### config.mk
export PLATFORM = sky130hd
export DESIGN_NAME = io_bus_ctrl_flat
export DESIGN_NICKNAME = d
export VERILOG_FILES = /design/src/rtl/io_bus_ctrl_if.sv /design/src/rtl/io_bus_ctrl.sv /design/src/flat_wrapper.sv
export SDC_FILE = /design/constraint.sdc
export NUM_CORES = 1
export LEC_CHECK = 0
export ABC_AREA = 1
export CAP_MARGIN = 20
export CORE_MARGIN = 4
export CORE_UTILIZATION = 49
export DETAILED_ROUTE_END_ITERATION = 8
export PLACE_DENSITY = 0.95
export SLEW_MARGIN = 10
export SYNTH_ARGS = -nofsm -noshare
export SYNTH_HDL_FRONTEND = slang
export SYNTH_SLANG_ARGS = --single-unit
### constraint.sdc
create_clock -name clk -period 4.1 [get_ports clk]
set_clock_uncertainty 0.05 [all_clocks]
set_input_delay 1.025 -clock clk [delete_from_list [all_inputs] [get_ports clk]]
set_output_delay 1.025 -clock clk [all_outputs]
set_load 0.02 [all_outputs]
### src/rtl/io_bus_ctrl_if.sv
// CPU data-port and device-side signal bundle for io_bus_ctrl.
// slave is the controller's view; master is the CPU/device environment.
interface io_bus_ctrl_if #(
  parameter int unsigned NUM_CH = 3,
  parameter int unsigned DATA_W = 32
);
  logic [31:0]              addr;
  logic [DATA_W-1:0]        wdata;
  logic                     cs;
  logic                     sig_w;
  logic                     sig_r;
  logic [DATA_W-1:0]        rdata;
  logic                     stall;
  logic                     ack;
  logic                     err;
  logic [31:0]              err_addr;
  logic [NUM_CH-1:0]        dev_cs;
  logic                     dev_we;
  logic [DATA_W-1:0]        dev_wdata;
  logic [NUM_CH*DATA_W-1:0] dev_rdata;
  logic [NUM_CH-1:0]        dev_ready;

  modport slave (
    input  addr, wdata, cs, sig_w, sig_r, dev_rdata, dev_ready,
    output rdata, stall, ack, err, err_addr, dev_cs, dev_we, dev_wdata
  );

  modport master (
    output addr, wdata, cs, sig_w, sig_r, dev_rdata, dev_ready,
    input  rdata, stall, ack, err, err_addr, dev_cs, dev_we, dev_wdata
  );
endinterface

### src/rtl/io_bus_ctrl.sv
// Memory-mapped I/O controller: decodes CPU accesses onto one-hot device
// selects, waits for device ready, and answers errors instead of hanging.
module io_bus_ctrl #(
  parameter int unsigned            NUM_CH  = 3,
  parameter int unsigned            DATA_W  = 32,
  parameter logic [32*NUM_CH-1:0]   CH_BASE = {32'h00000030, 32'h10010010, 32'h10010000},
  parameter logic [32*NUM_CH-1:0]   CH_MASK = {32'hFFFFFFFC, 32'hFFFFFFF0, 32'hFFFFFFF0},
  parameter int unsigned            TIMEOUT = 255
) (
  input logic          clk,
  input logic          rst,
  io_bus_ctrl_if.slave bus
);

  localparam int unsigned IDX_W = (NUM_CH > 1) ? $clog2(NUM_CH) : 1;
  localparam int unsigned CNT_W = (TIMEOUT > 0) ? $clog2(TIMEOUT + 1) : 1;
  localparam logic [CNT_W-1:0] CNT_LAST = CNT_W'((TIMEOUT > 0) ? TIMEOUT - 1 : 0);
  localparam logic [CNT_W-1:0] CNT_MAX  = '1;

  typedef enum logic [1:0] {IDLE, ACCESS, DONE, ERR} state_t;

  state_t           state;
  logic [31:0]      addr_q;
  logic [IDX_W-1:0] ch_idx;
  logic [CNT_W-1:0] cnt;
  logic             req;
  logic             hit;
  logic [IDX_W-1:0] hit_idx;

  assign req       = bus.cs & (bus.sig_r | bus.sig_w);
  assign bus.stall = ((state == IDLE) & req) | (state == ACCESS);

  // Lowest-index matching channel wins.
  always_comb begin
    hit     = 1'b0;
    hit_idx = '0;
    for (int unsigned i = 0; i < NUM_CH; i++) begin
      if (!hit && ((bus.addr & CH_MASK[32*i +: 32]) ==
                   (CH_BASE[32*i +: 32] & CH_MASK[32*i +: 32]))) begin
        hit     = 1'b1;
        hit_idx = IDX_W'(i);
      end
    end
  end

  always_ff @(posedge clk) begin
    if (rst) begin
      state         <= IDLE;
      addr_q        <= '0;
      ch_idx        <= '0;
      cnt           <= '0;
      bus.dev_cs    <= '0;
      bus.dev_we    <= 1'b0;
      bus.dev_wdata <= '0;
      bus.rdata     <= '0;
      bus.ack       <= 1'b0;
      bus.err       <= 1'b0;
      bus.err_addr  <= '0;
    end else begin
      bus.ack <= 1'b0;
      bus.err <= 1'b0;
      case (state)
        IDLE: begin
          if (req) begin
            addr_q        <= bus.addr;
            ch_idx        <= hit_idx;
            bus.dev_we    <= bus.sig_w;
            bus.dev_wdata <= bus.wdata;
            if ((bus.sig_r && bus.sig_w) || !hit) begin
              state        <= ERR;
              bus.ack      <= 1'b1;
              bus.err      <= 1'b1;
              bus.rdata    <= '0;
              bus.err_addr <= bus.addr;
            end else begin
              state      <= ACCESS;
              cnt        <= '0;
              bus.dev_cs <= NUM_CH'(1) << hit_idx;
            end
          end
        end
        ACCESS: begin
          // Ready is checked first so it wins over a same-cycle timeout.
          if (bus.dev_ready[ch_idx]) begin
            state      <= DONE;
            bus.ack    <= 1'b1;
            bus.dev_cs <= '0;
            if (!bus.dev_we) bus.rdata <= bus.dev_rdata[DATA_W*ch_idx +: DATA_W];
          end else if ((TIMEOUT != 0) && (cnt == CNT_LAST)) begin
            state        <= ERR;
            bus.ack      <= 1'b1;
            bus.err      <= 1'b1;
            bus.rdata    <= '0;
            bus.err_addr <= addr_q;
            bus.dev_cs   <= '0;
          end else if (cnt != CNT_MAX) begin
            cnt <= cnt + 1'b1;
          end
        end
        DONE:    state <= IDLE;
        ERR:     state <= IDLE;
        default: state <= IDLE;
      endcase
    end
  end

endmodule

### src/flat_wrapper.sv
// flat-port wrapper written by rule: the top's interface ports become plain ports
module io_bus_ctrl_flat 
#(
  parameter int unsigned            NUM_CH  = 3,
  parameter int unsigned            DATA_W  = 32,
  parameter logic [32*NUM_CH-1:0]   CH_BASE = {32'h00000030, 32'h10010010, 32'h10010000},
  parameter logic [32*NUM_CH-1:0]   CH_MASK = {32'hFFFFFFFC, 32'hFFFFFFF0, 32'hFFFFFFF0},
  parameter int unsigned            TIMEOUT = 255
)
  (clk, rst, bus_addr, bus_wdata, bus_cs, bus_sig_w, bus_sig_r, bus_dev_rdata, bus_dev_ready, bus_rdata, bus_stall, bus_ack, bus_err, bus_err_addr, bus_dev_cs, bus_dev_we, bus_dev_wdata);
  io_bus_ctrl_if #(.NUM_CH(NUM_CH), .DATA_W(DATA_W)) bus_i ();
  input logic clk;
  input logic rst;
  input wire logic [$bits(bus_i.addr)-1:0] bus_addr;
  input wire logic [$bits(bus_i.wdata)-1:0] bus_wdata;
  input wire logic [$bits(bus_i.cs)-1:0] bus_cs;
  input wire logic [$bits(bus_i.sig_w)-1:0] bus_sig_w;
  input wire logic [$bits(bus_i.sig_r)-1:0] bus_sig_r;
  input wire logic [$bits(bus_i.dev_rdata)-1:0] bus_dev_rdata;
  input wire logic [$bits(bus_i.dev_ready)-1:0] bus_dev_ready;
  output wire logic [$bits(bus_i.rdata)-1:0] bus_rdata;
  output wire logic [$bits(bus_i.stall)-1:0] bus_stall;
  output wire logic [$bits(bus_i.ack)-1:0] bus_ack;
  output wire logic [$bits(bus_i.err)-1:0] bus_err;
  output wire logic [$bits(bus_i.err_addr)-1:0] bus_err_addr;
  output wire logic [$bits(bus_i.dev_cs)-1:0] bus_dev_cs;
  output wire logic [$bits(bus_i.dev_we)-1:0] bus_dev_we;
  output wire logic [$bits(bus_i.dev_wdata)-1:0] bus_dev_wdata;
  assign bus_i.addr = bus_addr;
  assign bus_i.wdata = bus_wdata;
  assign bus_i.cs = bus_cs;
  assign bus_i.sig_w = bus_sig_w;
  assign bus_i.sig_r = bus_sig_r;
  assign bus_i.dev_rdata = bus_dev_rdata;
  assign bus_i.dev_ready = bus_dev_ready;
  assign bus_rdata = bus_i.rdata;
  assign bus_stall = bus_i.stall;
  assign bus_ack = bus_i.ack;
  assign bus_err = bus_i.err;
  assign bus_err_addr = bus_i.err_addr;
  assign bus_dev_cs = bus_i.dev_cs;
  assign bus_dev_we = bus_i.dev_we;
  assign bus_dev_wdata = bus_i.dev_wdata;
  io_bus_ctrl #(.NUM_CH(NUM_CH), .DATA_W(DATA_W), .CH_BASE(CH_BASE), .CH_MASK(CH_MASK), .TIMEOUT(TIMEOUT)) u_core (.clk(clk), .rst(rst), .bus(bus_i));
endmodule
* Word-level counts from Yosys, hierarchy flattened *
Index checks and enable logic that the tools add are counted.

storage, ports and cells
  output and inout bits = 103
  register bits after elaboration = 146
  word-level logic and storage cells = 93
  input port bits = 168

cells by class
  shift operators = 2
  mux-type cells = 41
  add/sub/neg operators = 1
  reductions and logical operators = 16
  magnitude comparators = 1
  bitwise gates (word level) = 4
  equality and inequality tests = 17

operator list
  kind                                             number
  two-way mux 32 bit                               9
  one-hot mux 32 bit (2 select lines)              2
  variable part select 96 x 8 -> 32 bit            1
  == test 28 x 25 -> 1 bit, second input constant  2
  two-way mux 8 bit                                5
  == test 30 x 4 -> 1 bit, second input constant   1
  one-hot mux 8 bit (2 select lines)               1
  two-way mux 3 bit                                4
  inequality test 2 bit, second input constant     6
  two-way mux 1 bit                                10
  two-way mux 2 bit                                5
  AND reduction 5 bit                              2
  adder 8 x 1 -> 8 bit, second input constant      1
  == test 8 bit, second input constant             1
  inequality test 8 bit, second input constant     1
  inequality test 3 bit, second input constant     2
  one-hot mux 2 bit (3 select lines)               1
  one-hot mux 3 bit (2 select lines)               1
  AND reduction 6 bit                              1
  == test 2 bit, second input constant             2
  one-hot mux 1 bit (2 select lines)               2
  AND reduction 2 bit                              2
  AND reduction 4 bit                              1
  logical AND 1 bit                                3
  12 further kinds                                 16

* Longest topological paths before layout *
  depth after elaboration = 13
  gate-level depth with buffers = 12
  depth with buffers taken out = 11

* Worst setup path before layout *
Ideal clock, no wire load.

  path type = in2out
  start = input port bus_sig_w
  end = output port bus_stall
  data required time = 3025 ps
  slack = 1589 ps
  data arrival time = 1436 ps
  cell stages on the path = 3
  cell sequence = o21a_1 -> nand2_2 -> nand2_2

on the way
  cells in the longest elaborated chain, start to end = 4

ends and longest elaborated chain
  what               line                text
  start, declared    flat_wrapper.sv:17  input wire logic [$bits(bus_i.sig_w)-1:0] bus_sig_w;
  bitwise OR 1 bit   io_bus_ctrl.sv:30   assign req = bus.cs & (bus.sig_r | bus.sig_w);
  bitwise AND 1 bit  io_bus_ctrl.sv:30
  bitwise AND 1 bit  io_bus_ctrl.sv:31   assign bus.stall = ((state == IDLE) & req) | (state == ACCESS);
  bitwise OR 1 bit   io_bus_ctrl.sv:31
  end, declared      flat_wrapper.sv:22  output wire logic [$bits(bus_i.stall)-1:0] bus_stall;

Every way passes these cells.

* Worst setup path in the final report *
  start = register u_core.state[0]
  end = output port bus_stall

on the way
  cells in the longest elaborated chain, start to end = 3
  elaborated cells between the ends (all ways) = 4
  classes of those cells = eq/ne: 1; bitwise: 2; reduce/logical: 1

ends and longest elaborated chain
  what                    line               text
  start, declared         io_bus_ctrl.sv:22  state_t state;
  start signal, assigned  io_bus_ctrl.sv:48  state <= IDLE;
  start signal, assigned  io_bus_ctrl.sv:70  state <= ERR;
  start signal, assigned  io_bus_ctrl.sv:76  state <= ACCESS;
  logical NOT 2 bit       io_bus_ctrl.sv:31
  bitwise AND 1 bit       io_bus_ctrl.sv:31
  bitwise OR 1 bit (*)    io_bus_ctrl.sv:31

Every way passes the cells marked *; elsewhere a longest branch is shown, timed or not.

==> summary.md <==
| Metric | Value |
|---|---|
| Synth cell types | 28 |
| Setup bufs post-CTS | 0 |
| Tcrit/Tclk final | 81.77% |
| Max-Cap Viols | 0 |
| Worst hold endpoint | u_core.addr_q[3] |
| Post-synth EDFFs | 0 |
| R2r setup slk | 1060 ps |
| Share of layout cells above drive strength 1 | 5.018% |
| Net count, final | 1532 |
| Most common cell in the netlist | nand2_1 |
| Synth Area per Inst | 6.426 µm² |
| Clock tree buffer depth | 2 |
| Via Count | 8294 |
| Number of global-route vias before repair | 7708 |
| Clock Pin Slew Worst Setup and Hold Paths | 60 ps |
| Worst-margin pin slew | 917.5 ps |
| Post-layout minimum cycle time | 3353 ps |
| Fin. max-slew vios | 0 |
| CP Class | reg2out |
| Flops & latches, synth | 146 |
| Core box area | 14590 µm² |
| Total I/O pin count | 271 |
| Routed vias/inst | 5.320 |
| Initial antenna violation count | 0 |
| Worst Setup SP | u_core.state[0] |
| Root Buffer | clkbuf_16 |
| Final setup TNS | 0 ps |
| Clk Latency, worst-skew pair | 420 ps |
| Final hold viol count | 0 |
| Die area | 17000 µm² |
| Kind of cell adding the most delay to the critical path | buffers and inverters |
| Reg2Reg Depth | 9 |
| DRC Markers | 0 |
| Area leader, netlist | dfxtp_1 |
| Largest net degree at the start of global routing | 85 |
| Total number of H-tree levels | 4 |
| Cts bufs inserted | 17 |
| Global router's overall resource usage | 27.26% |
| Syn Inst Count | 1142 |
| First-pass detailed-route iteration total | 6 |
| Hold Crit Depth | 2 |
| Total clock sinks | 146 |
| Syn nets | 1312 |
| Placed instance count | 1527 |
| Sw frac | 30.40% |
| Finished Layout Cells | 1559 |
| Top cell types by occurrence after synthesis | nand2_1 (245), nor2_1 (186), dfxtp_1 (146) |
| Required @ worst endpoint | 3020 ps |
| Synth Warn # | 0 |
| Worst-path maximum fanout | 58 |
| Most frequent CP cell | inv_2 |
| DR WL/cell | 15.43 µm |
| Tightest Hold Check Type | reg2reg |
| Chip Width | 130.4 µm |
| Detailed placement HPWL | 16810 µm |
| RR Startpoint | u_core.state[0] |
| Flop pwr share | 38.1% |
| 1st-iter DRT viols | 650 |
| Cell Chain, Critical Path | inv_2, nor2_4, inv_2, nand2_2, buf_4 |
| RSZ-0062 raised after global routing | no |
| Finish-stage setup viols | 0 |
| CP Capture Type | output pin |
| Site row count | 44 |
| Comb power frac | 26.0% |
| Buf/Inv on CP | 3 |
| Pwr per Cell Area | 407.5 nW/µm² |
| Input/output buffers | 270 |
| Area growth from synthesis to layout | 44.02% |
| # hold bufs at CTS | 0 |
| Final wirelength | 24060 µm |
| Die Height | 130.4 µm |
| Capturing point of the worst reg2reg path | u_core.bus.err_addr[13] |
| Seq/Total Area, Yosys | 39.83% |
| Worst path max stage delay | 500 ps |
| Synth Cell Area | 7338 µm² |
| Resized Gates After CTS | 0 |
| Status | completed |
| CP Launch Type | flop |
| Fmax | 298.3 MHz |
| N_diodes | 0 |
| Top post-synthesis cells by area | dfxtp_1 (40%), nand2_1 (13%), nor2_1 (9.5%), nand3_1 (8.2%), o21ai_0 (7.6%) |
| Net Sw Power | 1309 µW |
| First-pass GRT wire length | 37180 µm |
| Critical Path AT | 2280 ps |
| Leak | 0.004310 µW |
| Top_reg_cell synth | dfxtp_1 |
| Post-synth ARST share | 0% |
| Peak VDD IR | 0.0002562 V |
| Worst Hold Launch | u_core.addr_q[3] |
| Clock Power Share | 35.8% |
| RD Place Congestion | 0.8856 |
| Rel. slew slack | 38.83% |
| Hold_ws | 399.2 ps |
| CTS tree | done |
| Routed Antenna Nets | 0 |
| Share of the synthesized area in the top cell type | 39.83% |
| Core Util, Final | 72.44% |
| Grt total ovfl | 0 |
| Critical path's slowest cell | inv_2 |
| Int Power | 2997 µW |
| Initial Utilization | 50.30% |
[layout by cell type, fill, tap and decap left out, types with 2 or more instances in the layout]
cell             count
ha_1                 2
bufinv_16            2
nor2_4               3
o21ai_0            112
clkdlybuf4s50_1    269
clkinv_2             4
inv_2                5
clkbuf_8             2
o21ai_1             19
buf_4               12
nor2_1             186
inv_1               82
nand3_1            120
nand2_1            245
nand2_2              6
inv_6                3
nor2_2               6
clkbuf_1             2
a21oi_1            111
nand4_1              9
clkinv_4             2
dfxtp_1            146
clkbuf_16           17
[layout make-up]
type / instances / area (µm²)
fill: 1091 / 4020
multi-input combinational: 826 / 3689
sequential: 146 / 2923
timing repair buffer: 282 / 2803
clock buffer: 21 / 460.4
inverter: 89 / 337.8
tap: 184 / 230.2
clock inverter: 11 / 126.4
[logic make-up after synthesis]
family | after synthesis | synth area share (%)
AO/OA/AOI/OAI | 244 | 16.71
adder cells (fa/ha/maj) | 2 | 0.3410
buffers and inverters | 170 | 9.906
flip-flops | 146 | 39.83
AND/OR/NAND/NOR | 580 | 33.21
[power by group through the flow]
stage / clock [µW] / sequential [µW] / combinational (µW)
after floorplan: 0 / 1780 / 498
after global placement: 0 / 1660 / 1090
after detailed placement: 0 / 1670 / 1110
after CTS: 1560 / 1640 / 1120
after global routing: 1630 / 1660 / 1230
final: 1540 / 1640 / 1120
[metal layers]
| metal | routed length [µm] | vias up | global-route usage (%) |
|---|---|---|---|
| li1 | - | 4118 | - |
| met1 | 9055 | 3737 | 31.24 |
| met2 | 11520 | 400 | 46.56 |
| met3 | 2947 | 39 | 9.837 |
| met4 | 536 | 0 | 10.59 |
| met5 | 0 | - | 0 |
[registers in the layout, indices dropped and copies added, names as in the netlist]
name / cells
u_core.bus.dev_wdata: 32
u_core.ch_idx: 2
u_core.bus.err_addr: 32
u_core.addr_q: 32
u_core.bus.dev_we: 1
u_core.bus.ack: 1
u_core.bus.rdata: 32
u_core.cnt: 8
u_core.state: 2
u_core.bus.dev_cs: 3
u_core.bus.err: 1
[metrics by stage]
step	setup WS [ps]	area, µm²	total power, µW
after floorplan	1589	7338	2281
after global placement	898.7	9982	2748
after detailed placement	841.9	9982	2780
after CTS	732.7	10570	4322
after global routing	603.4	10570	4517
final	747.3	10570	4307
[worst reg2reg max path, cell delays in order, from the launching register on]
cell	delay [ps]
dfxtp_1	380
inv_2	70
nor2_4	450
inv_2	510
nor2_1	410
nand2_1	380
buf_4	350
nand3_1	140
nand2_1	110
nor2_1	130
[worst max path at each step]
stage               depth (start not counted)                     end  slack, ps
floorplan                                   3               bus_stall       1590
global placement                            5               bus_stall        900
detailed placement                         11  u_core.bus.err_addr[3]        840
CTS                                         5               bus_stall        730
global route                                5               bus_stall        600
finish                                      5               bus_stall        750
(Power assumes the default switching activity.)
